## config.mk

```make
export PLATFORM = sky130hd
export DESIGN_NAME = muldiv_arbiter
export DESIGN_NICKNAME = d
export VERILOG_FILES = /design/src/rtl/muldiv_arbiter.sv
export SDC_FILE = /design/constraint.sdc
export NUM_CORES = 1
export LEC_CHECK = 0
export CAP_MARGIN = 10
export CORE_ASPECT_RATIO = 0.6
export CORE_MARGIN = 2
export CORE_UTILIZATION = 40
export DETAILED_ROUTE_END_ITERATION = 10
export PLACE_DENSITY_LB_ADDON = 0.08
export SYNTH_ARGS = -nofsm -noshare
export SYNTH_HDL_FRONTEND = slang
export SYNTH_SLANG_ARGS = --single-unit
export TNS_END_PERCENT = 30
```

## constraint.sdc

```tcl
create_clock -name i_clk -period 8.5 [get_ports i_clk]
set_clock_uncertainty 0.1 [all_clocks]
set_input_delay 1.7 -clock i_clk [delete_from_list [all_inputs] [get_ports i_clk]]
set_output_delay 1.7 -clock i_clk [all_outputs]
set_load 0.01 [all_outputs]
```

## src/rtl/muldiv_arbiter.sv

```systemverilog
// muldiv_arbiter: round-robin share of one M-extension multiply/divide unit
// between NUM_REQ requesters. A granted op is issued to the unit with a
// one-cycle start pulse. The arbiter waits for the unit's busy window to end,
// captures the result, and returns it tagged with the requester id.
//
// Ports
//   i_clk, i_rst                    clock, asynchronous active-high reset
//   i_req_valid/o_req_ready         per-requester handshake; ready is combinational, one-hot or zero
//   i_req_op/i_req_a/i_req_b        per-requester op and operands
//   o_resp_valid/i_resp_ready       result handshake
//   o_resp_id/o_resp_data           owning requester and result
//   o_mul_en/o_mul_op/o_mul_r1/r2   start pulse and operands to the unit
//   i_mul_busy/i_mul_rd             unit running flag and result
//   o_busy                          high whenever the arbiter is not idle
//
// Optional build macro MULDIV_FASTPATH_EN: divide-by-zero and signed-overflow
// divisions are answered directly, without using the unit.

package muldiv_arbiter_pkg;
  localparam int unsigned XLEN = 32;
  typedef logic [XLEN-1:0] word_t;
  typedef logic [2:0]      mul_op_t;
  localparam mul_op_t OP_MUL    = 3'd0;
  localparam mul_op_t OP_MULH   = 3'd1;
  localparam mul_op_t OP_MULHSU = 3'd2;
  localparam mul_op_t OP_MULHU  = 3'd3;
  localparam mul_op_t OP_DIV    = 3'd4;
  localparam mul_op_t OP_DIVU   = 3'd5;
  localparam mul_op_t OP_REM    = 3'd6;
  localparam mul_op_t OP_REMU   = 3'd7;
endpackage

module muldiv_arbiter
  import muldiv_arbiter_pkg::*;
#(
  parameter  int unsigned NUM_REQ = 2,
  localparam int unsigned IDW     = (NUM_REQ > 1) ? $clog2(NUM_REQ) : 1
) (
  input  logic                       i_clk,
  input  logic                       i_rst,
  input  logic    [NUM_REQ-1:0]      i_req_valid,
  output logic    [NUM_REQ-1:0]      o_req_ready,
  input  mul_op_t [NUM_REQ-1:0]      i_req_op,
  input  word_t   [NUM_REQ-1:0]      i_req_a,
  input  word_t   [NUM_REQ-1:0]      i_req_b,
  output logic                       o_resp_valid,
  input  logic                       i_resp_ready,
  output logic    [IDW-1:0]          o_resp_id,
  output word_t                      o_resp_data,
  output logic                       o_mul_en,
  output mul_op_t                    o_mul_op,
  output word_t                      o_mul_r1,
  output word_t                      o_mul_r2,
  input  logic                       i_mul_busy,
  input  word_t                      i_mul_rd,
  output logic                       o_busy
);

  typedef enum logic [1:0] {S_IDLE, S_ISSUE, S_WAIT, S_RESP} state_t;

  state_t         r_state, w_state_nxt;
  logic [IDW-1:0] r_rr_ptr, w_rr_ptr_nxt, w_gnt_id;
  logic           w_gnt_vld, w_grant, w_bypass;
  mul_op_t        w_gnt_op;
  word_t          w_gnt_a, w_gnt_b, w_bypass_data;

  logic           r_mul_en, r_resp_valid, r_busy;
  mul_op_t        r_mul_op;
  word_t          r_mul_r1, r_mul_r2, r_resp_data;
  logic [IDW-1:0] r_resp_id;

  // Round-robin pick: first valid requester starting at r_rr_ptr.
  always_comb begin
    w_gnt_vld = 1'b0;
    w_gnt_id  = '0;
    for (int unsigned i = 0; i < NUM_REQ; i++) begin
      if (!w_gnt_vld && i_req_valid[IDW'((32'(r_rr_ptr) + i) % NUM_REQ)]) begin
        w_gnt_vld = 1'b1;
        w_gnt_id  = IDW'((32'(r_rr_ptr) + i) % NUM_REQ);
      end
    end
    w_gnt_op = i_req_op[w_gnt_id];
    w_gnt_a  = i_req_a[w_gnt_id];
    w_gnt_b  = i_req_b[w_gnt_id];
  end

  // Results the unit does not need to compute (RISC-V defined corner cases).
  always_comb begin
    w_bypass      = 1'b0;
    w_bypass_data = '0;
`ifdef MULDIV_FASTPATH_EN
    if (w_gnt_op[2]) begin
      if (w_gnt_b == '0) begin
        w_bypass      = 1'b1;
        w_bypass_data = (w_gnt_op == OP_DIV || w_gnt_op == OP_DIVU) ? '1 : w_gnt_a;
      end else if ((w_gnt_op == OP_DIV || w_gnt_op == OP_REM) &&
                   w_gnt_a == 32'h8000_0000 && w_gnt_b == 32'hFFFF_FFFF) begin
        w_bypass      = 1'b1;
        w_bypass_data = (w_gnt_op == OP_DIV) ? 32'h8000_0000 : '0;
      end
    end
`endif
  end

  assign w_grant = (r_state == S_IDLE) && w_gnt_vld;

  // FSM state register.
  always_ff @(posedge i_clk or posedge i_rst) begin
    if (i_rst) begin
      r_state  <= S_IDLE;
      r_rr_ptr <= '0;
    end else begin
      r_state  <= w_state_nxt;
      r_rr_ptr <= w_rr_ptr_nxt;
    end
  end

  // Next state, pointer update and combinational grant.
  always_comb begin
    w_state_nxt  = r_state;
    w_rr_ptr_nxt = r_rr_ptr;
    o_req_ready  = '0;
    unique case (r_state)
      S_IDLE: begin
        if (w_gnt_vld) begin
          o_req_ready[w_gnt_id] = 1'b1;
          w_rr_ptr_nxt = (w_gnt_id == IDW'(NUM_REQ - 1)) ? '0 : w_gnt_id + IDW'(1);
          w_state_nxt  = w_bypass ? S_RESP : S_ISSUE;
        end
      end
      S_ISSUE: w_state_nxt = S_WAIT;
      S_WAIT:  if (!i_mul_busy) w_state_nxt = S_RESP;
      S_RESP:  if (i_resp_ready) w_state_nxt = S_IDLE;
      default: w_state_nxt = S_IDLE;
    endcase
  end

  // Registered outputs; unit operands change only when a new op is issued.
  always_ff @(posedge i_clk or posedge i_rst) begin
    if (i_rst) begin
      r_mul_en     <= 1'b0;
      r_mul_op     <= '0;
      r_mul_r1     <= '0;
      r_mul_r2     <= '0;
      r_resp_valid <= 1'b0;
      r_resp_id    <= '0;
      r_resp_data  <= '0;
      r_busy       <= 1'b0;
    end else begin
      r_mul_en     <= (w_state_nxt == S_ISSUE);
      r_resp_valid <= (w_state_nxt == S_RESP);
      r_busy       <= (w_state_nxt != S_IDLE);
      if (w_grant) begin
        r_resp_id <= w_gnt_id;
        if (w_bypass) begin
          r_resp_data <= w_bypass_data;
        end else begin
          r_mul_op <= w_gnt_op;
          r_mul_r1 <= w_gnt_a;
          r_mul_r2 <= w_gnt_b;
        end
      end
      if (r_state == S_WAIT && !i_mul_busy) r_resp_data <= i_mul_rd;
    end
  end

  assign o_mul_en     = r_mul_en;
  assign o_mul_op     = r_mul_op;
  assign o_mul_r1     = r_mul_r1;
  assign o_mul_r2     = r_mul_r2;
  assign o_resp_valid = r_resp_valid;
  assign o_resp_id    = r_resp_id;
  assign o_resp_data  = r_resp_data;
  assign o_busy       = r_busy;

endmodule
```

# [After elaboration in Yosys (flattened, before gate mapping)]
# Index checks and enable logic that the tools add are counted.
[classes] add_sub_neg=2 magnitude_cmp=4 n_eq_ne=5 muxes=23 reduce_logical=9
[ops] op="2-to-1 mux 32 bit" n=4
[ops] op="2-to-1 mux 1 bit" n=10
[ops] op="2-to-1 mux 2 bit" n=5
[ops] op="one-hot mux 2 bit (4 select lines)" n=1
[ops] op="== test 2 bit, second input constant" n=3
[ops] op="< comparator 1 x 2 -> 1 bit, second input constant" n=3
[ops] op="2-to-1 mux 3 bit" n=2
[ops] op="== test 2 x 1 -> 1 bit, second input constant" n=2
[ops] op="logical AND 1 bit" n=4
[ops] op="adder 1 bit, second input constant" n=2
[ops] op="zero test 1 bit" n=2
[ops] op="zero test 2 bit" n=1
[ops] op="AND reduction 2 bit" n=1
[ops] op="nonzero test 2 bit" n=1
[ops] op="demux 1 bit (select 1 bit)" n=1
[ops] op=">= comparator 1 bit, second input constant" n=1
[word_totals] regBits=106 input_bits=172

# [Depth between registers and ports, before layout]
[depth] word_depth=12 mapped_depth=6 depth_no_buf=3

# [Worst setup path before layout]
# Ideal clock, no wire load.
[synth_path] path_type="input -> output" from="input port i_req_valid[1]" to="output port o_req_ready[0]" t_arrival_ns=2.325 required_time_ns=6.700 path_slack_ns=4.375 cell_stages=4 cell_sequence="nand2_1 and3_4 buf_6 clkbuf_1"
[synth_via] elab_chain_len=12 word_cells_on_any_way=17
[synth_lines] item="start, declared" line_no="41" source="input logic [NUM_REQ-1:0] i_req_valid,"
[synth_lines] item="2-to-1 mux 1 bit (not written as such) (2 in a row)" line_no="77" source="if (!w_gnt_vld && i_req_valid[IDW'((32'(r_rr_ptr) + i) % NUM_REQ)]) begin"
[synth_lines] item="2-to-1 mux 1 bit" line_no="77"
[synth_lines] item="zero test 1 bit" line_no="77"
[synth_lines] item="logical AND 1 bit" line_no="77"
[synth_lines] item="2-to-1 mux 1 bit" line_no="77"
[synth_lines] item="< comparator 1 x 2 -> 1 bit (not written as such) / >= comparator 1 bit (equally long branches)" line_no="126" source="o_req_ready[w_gnt_id] = 1'b1;"
[synth_lines] item="logical AND 1 bit (not written as such)" line_no="126"
[synth_lines] item="2-to-1 mux 1 bit (not written as such)" line_no="126"
[synth_lines] item="demux 1 bit (select 1 bit)" line_no="126"
[synth_lines] item="2-to-1 mux 2 bit *" line_no="125" source="if (w_gnt_vld) begin"
[synth_lines] item="2-to-1 mux 2 bit *" line_no="123" source="unique case (r_state)"
[synth_lines] item="end, declared" line_no="42" source="output logic [NUM_REQ-1:0] o_req_ready,"
# Mark *: on every way between the ends. The rest lies on a longest branch, timed or not. The select of a mux whose other input is x is not followed.

# [Worst setup path in the final report]
[layout_path] from="input port i_req_valid[0]" to="output port o_req_ready[0]"
# Same word-level chain as after synthesis.

==> flow_summary.ini <==
[run_status]
outcome = finished, final reports clean

[floorplanning]
rows = 29
io_pins = 277
start_util = 0.418
die_w_um = 141
die_y_um = 86.2
core_um2 = 10800
die-area_um2 = 12200

[critical_path]
critPathKind = input pin to primary output
endpoint_kind = primary output
reg2regPathDepth = 4
path_max_fanout = 69
worst_ep_required_time_ns = 6.70
crit_start = i_req_valid[0]
reg2reg_to = o_mul_r1[24]$_DFFE_PP0P_
critPathArrivalTime_ns = 3.69
ff2ff_setup_slack_ns = 6.39
reg2reg_from = r_state[0]$_DFF_PP0_
start_kind = input pin

[drt]
drt_iter0_drc = 148
avgViaCountPerCell = 5.32
antenna_left = 0
dr.pass1.iters = 6
drc = 0
routed-via-count = 3865
drt_wl_total_mm = 14.7
wl_per_cell_um = 20.3

[timing]
finalHoldViolations = 0
worstMarginPinSlew_ns = 0.819
finalCriticalPeriod_ns = 5.49
relSlewSlack = 0.454
drv_slew = 0
fin_ws_ns = 3.01
timing.hold.ws_ns = 0.379
rsz0062_at_grt = no
tns_ns = 0
timing.final.crit_share = 0.646
fmax_ghz = 0.182
setup_viol = 0

[placement]
dpl.hpwl_mm = 10.5
place_ws_ns = 2.98
placed_area_um2 = 7300
gp_congestion = 0.797
portBuffers = 276

[global_route]
grt_pass1_wl_mm = 22.5
antenna_found_initial = 0
grt_util_all_layers = 0.240
grt_max_degree = 70
overflow = 0
grt_pass1_vias = 4067

[layout]
fillCellCount = 762
regArea_um2 = 2650
design_area_um2 = 7600
n_antenna_cell = 0
multi_input_area_um2 = 1660
drive_gt1_frac = 0.100
syn_to_final_growth_pct = 68.8
fin_nets = 756

[cts]
ctsHoldBuffers = 0
cts_sinks = 106
cts_resized = 0
cts_tree = built
cts-buffers-inserted = 9
clockBufferDepth = 2
clock_latency_ns = 0.33
postCtsSetupBuffers = 0
clk_pin_slew_ns = 0.07
cts-htree-levels = 3
cts_root_buf = clkbuf_16

[logic_synthesis]
synth_cells = 326
yosys_warnings = 0
netlist_area_um2 = 4510
synth_flop_cell = dfrtp_1
synth_nets = 498
seq_area_frac_synth = 0.589
synth.distinct_cells = 22
synth_edf_count = 0
async_flop_share = 1.00
synth.avg_cell_area_um2 = 13.8
synth-seq-cells = 106

[min_path]
hp-start = o_resp_id$_DFFE_PP0P_
hold_depth = 1
hold-path-endpoint = o_resp_id$_DFFE_PP0P_
hp-class = flop to flop

[pwr]
power_per_cell_area_nw_per_um2 = 336
leakage_nw = 3.13
peakVddDrop_v = 0.000182
power_w = 0.00256

[job]
maxCapViolCount = 0
-- worst max-delay path by stage --
stage,slack (ns),depth (start not counted),endpoint
2_1_floorplan,3.91,1,o_busy$_DFF_PP0_
3_3_place_gp,3.01,3,o_req_ready[0]
3_5_place_dp,2.98,3,o_req_ready[0]
4_1_cts,2.97,3,o_req_ready[0]
5_1_grt,2.88,4,o_req_ready[0]
6_report,3.01,3,o_req_ready[0]
-- sequential cells by signal, summed over array words and instances (netlist names), 2 cells and up --
name         flops
o_mul_r1        32
o_mul_r2        32
o_resp_data     32
o_mul_op         3
r_state          2
-- critical path, cell delays in order --
cell and delay [ns]:
clkdlybuf4s50_1 0.56, and3_4 0.74, clkdlybuf4s50_1 0.68
-- cells in the final DEF (no fill, tap or decap), types with 2 or more instances in the layout --
master | synthesis | final
clkdlybuf4s50_1 | 0 | 276
dfrtp_1 | 106 | 106
o21a_1 | 67 | 67
a221o_1 | 67 | 67
mux2_2 | 32 | 32
clkbuf_16 | 0 | 9
buf_4 | 0 | 5
nand2_1 | 3 | 3
inv_1 | 3 | 2
a21o_1 | 2 | 2
clkbuf_8 | 0 | 2
-- logic make-up (layout without fill, tap and decap cells) --
| family | count (synthesis) | count (layout) | synth area share |
|---|---|---|---|
| buf+inv | 37 | 299 | 0.0461 |
| flops | 106 | 106 | 0.589 |
| simple gates | 12 | 12 | 0.0164 |
| mux | 33 | 33 | 0.0822 |
| compound gates | 138 | 138 | 0.267 |
-- metrics by stage --
stage / instances / utilization
floorplan: 326 / -
global placement: 712 / 0.677
detailed placement: 712 / 0.677
CTS: 727 / 0.706
global route: 727 / 0.706
finish: 727 / 0.706
-- per-layer routing --
metal / GRT usage / vias up / routed length, um
met5: 0 / - / 0
met1: 0.290 / 1903 / 6000
met3: 0.0779 / 18 / 1150
met4: 0.0536 / 0 / 204
li1: - / 1786 / -
met2: 0.425 / 158 / 7370
-- report_power, final --
part | switching [W] | internal [W]
clock network | 0.000184 | 0.000243
logic | 0.000482 | 0.000771
registers | 0.000130 | 0.000746
total | 0.000796 | 0.00176
-- synth_stat cells, types with 2 or more instances --
cell type | count | area (um^2)
inv_1 | 3 | 11.3
buf_1 | 3 | 11.3
mux2_2 | 32 | 360
buf_6 | 8 | 90.1
and3_1 | 2 | 12.5
a221o_1 | 67 | 671
clkbuf_1 | 16 | 60.1
o21a_1 | 67 | 503
nand2_1 | 3 | 11.3
a21o_1 | 2 | 15.0
nor2_1 | 2 | 7.51
buf_2 | 6 | 30.0
dfrtp_1 | 106 | 2650
-- area by class of cell --
cell class | instances | share of cell area
clock buffer | 11 | 0.0332
timing repair buffer | 281 | 0.368
inverter | 3 | 0.00181
clock inverter | 4 | 0.00675
multi-input combinational | 183 | 0.218
sequential | 106 | 0.349
tap | 139 | 0.0229
No activity file was read; power rests on OpenSTA's default activity.
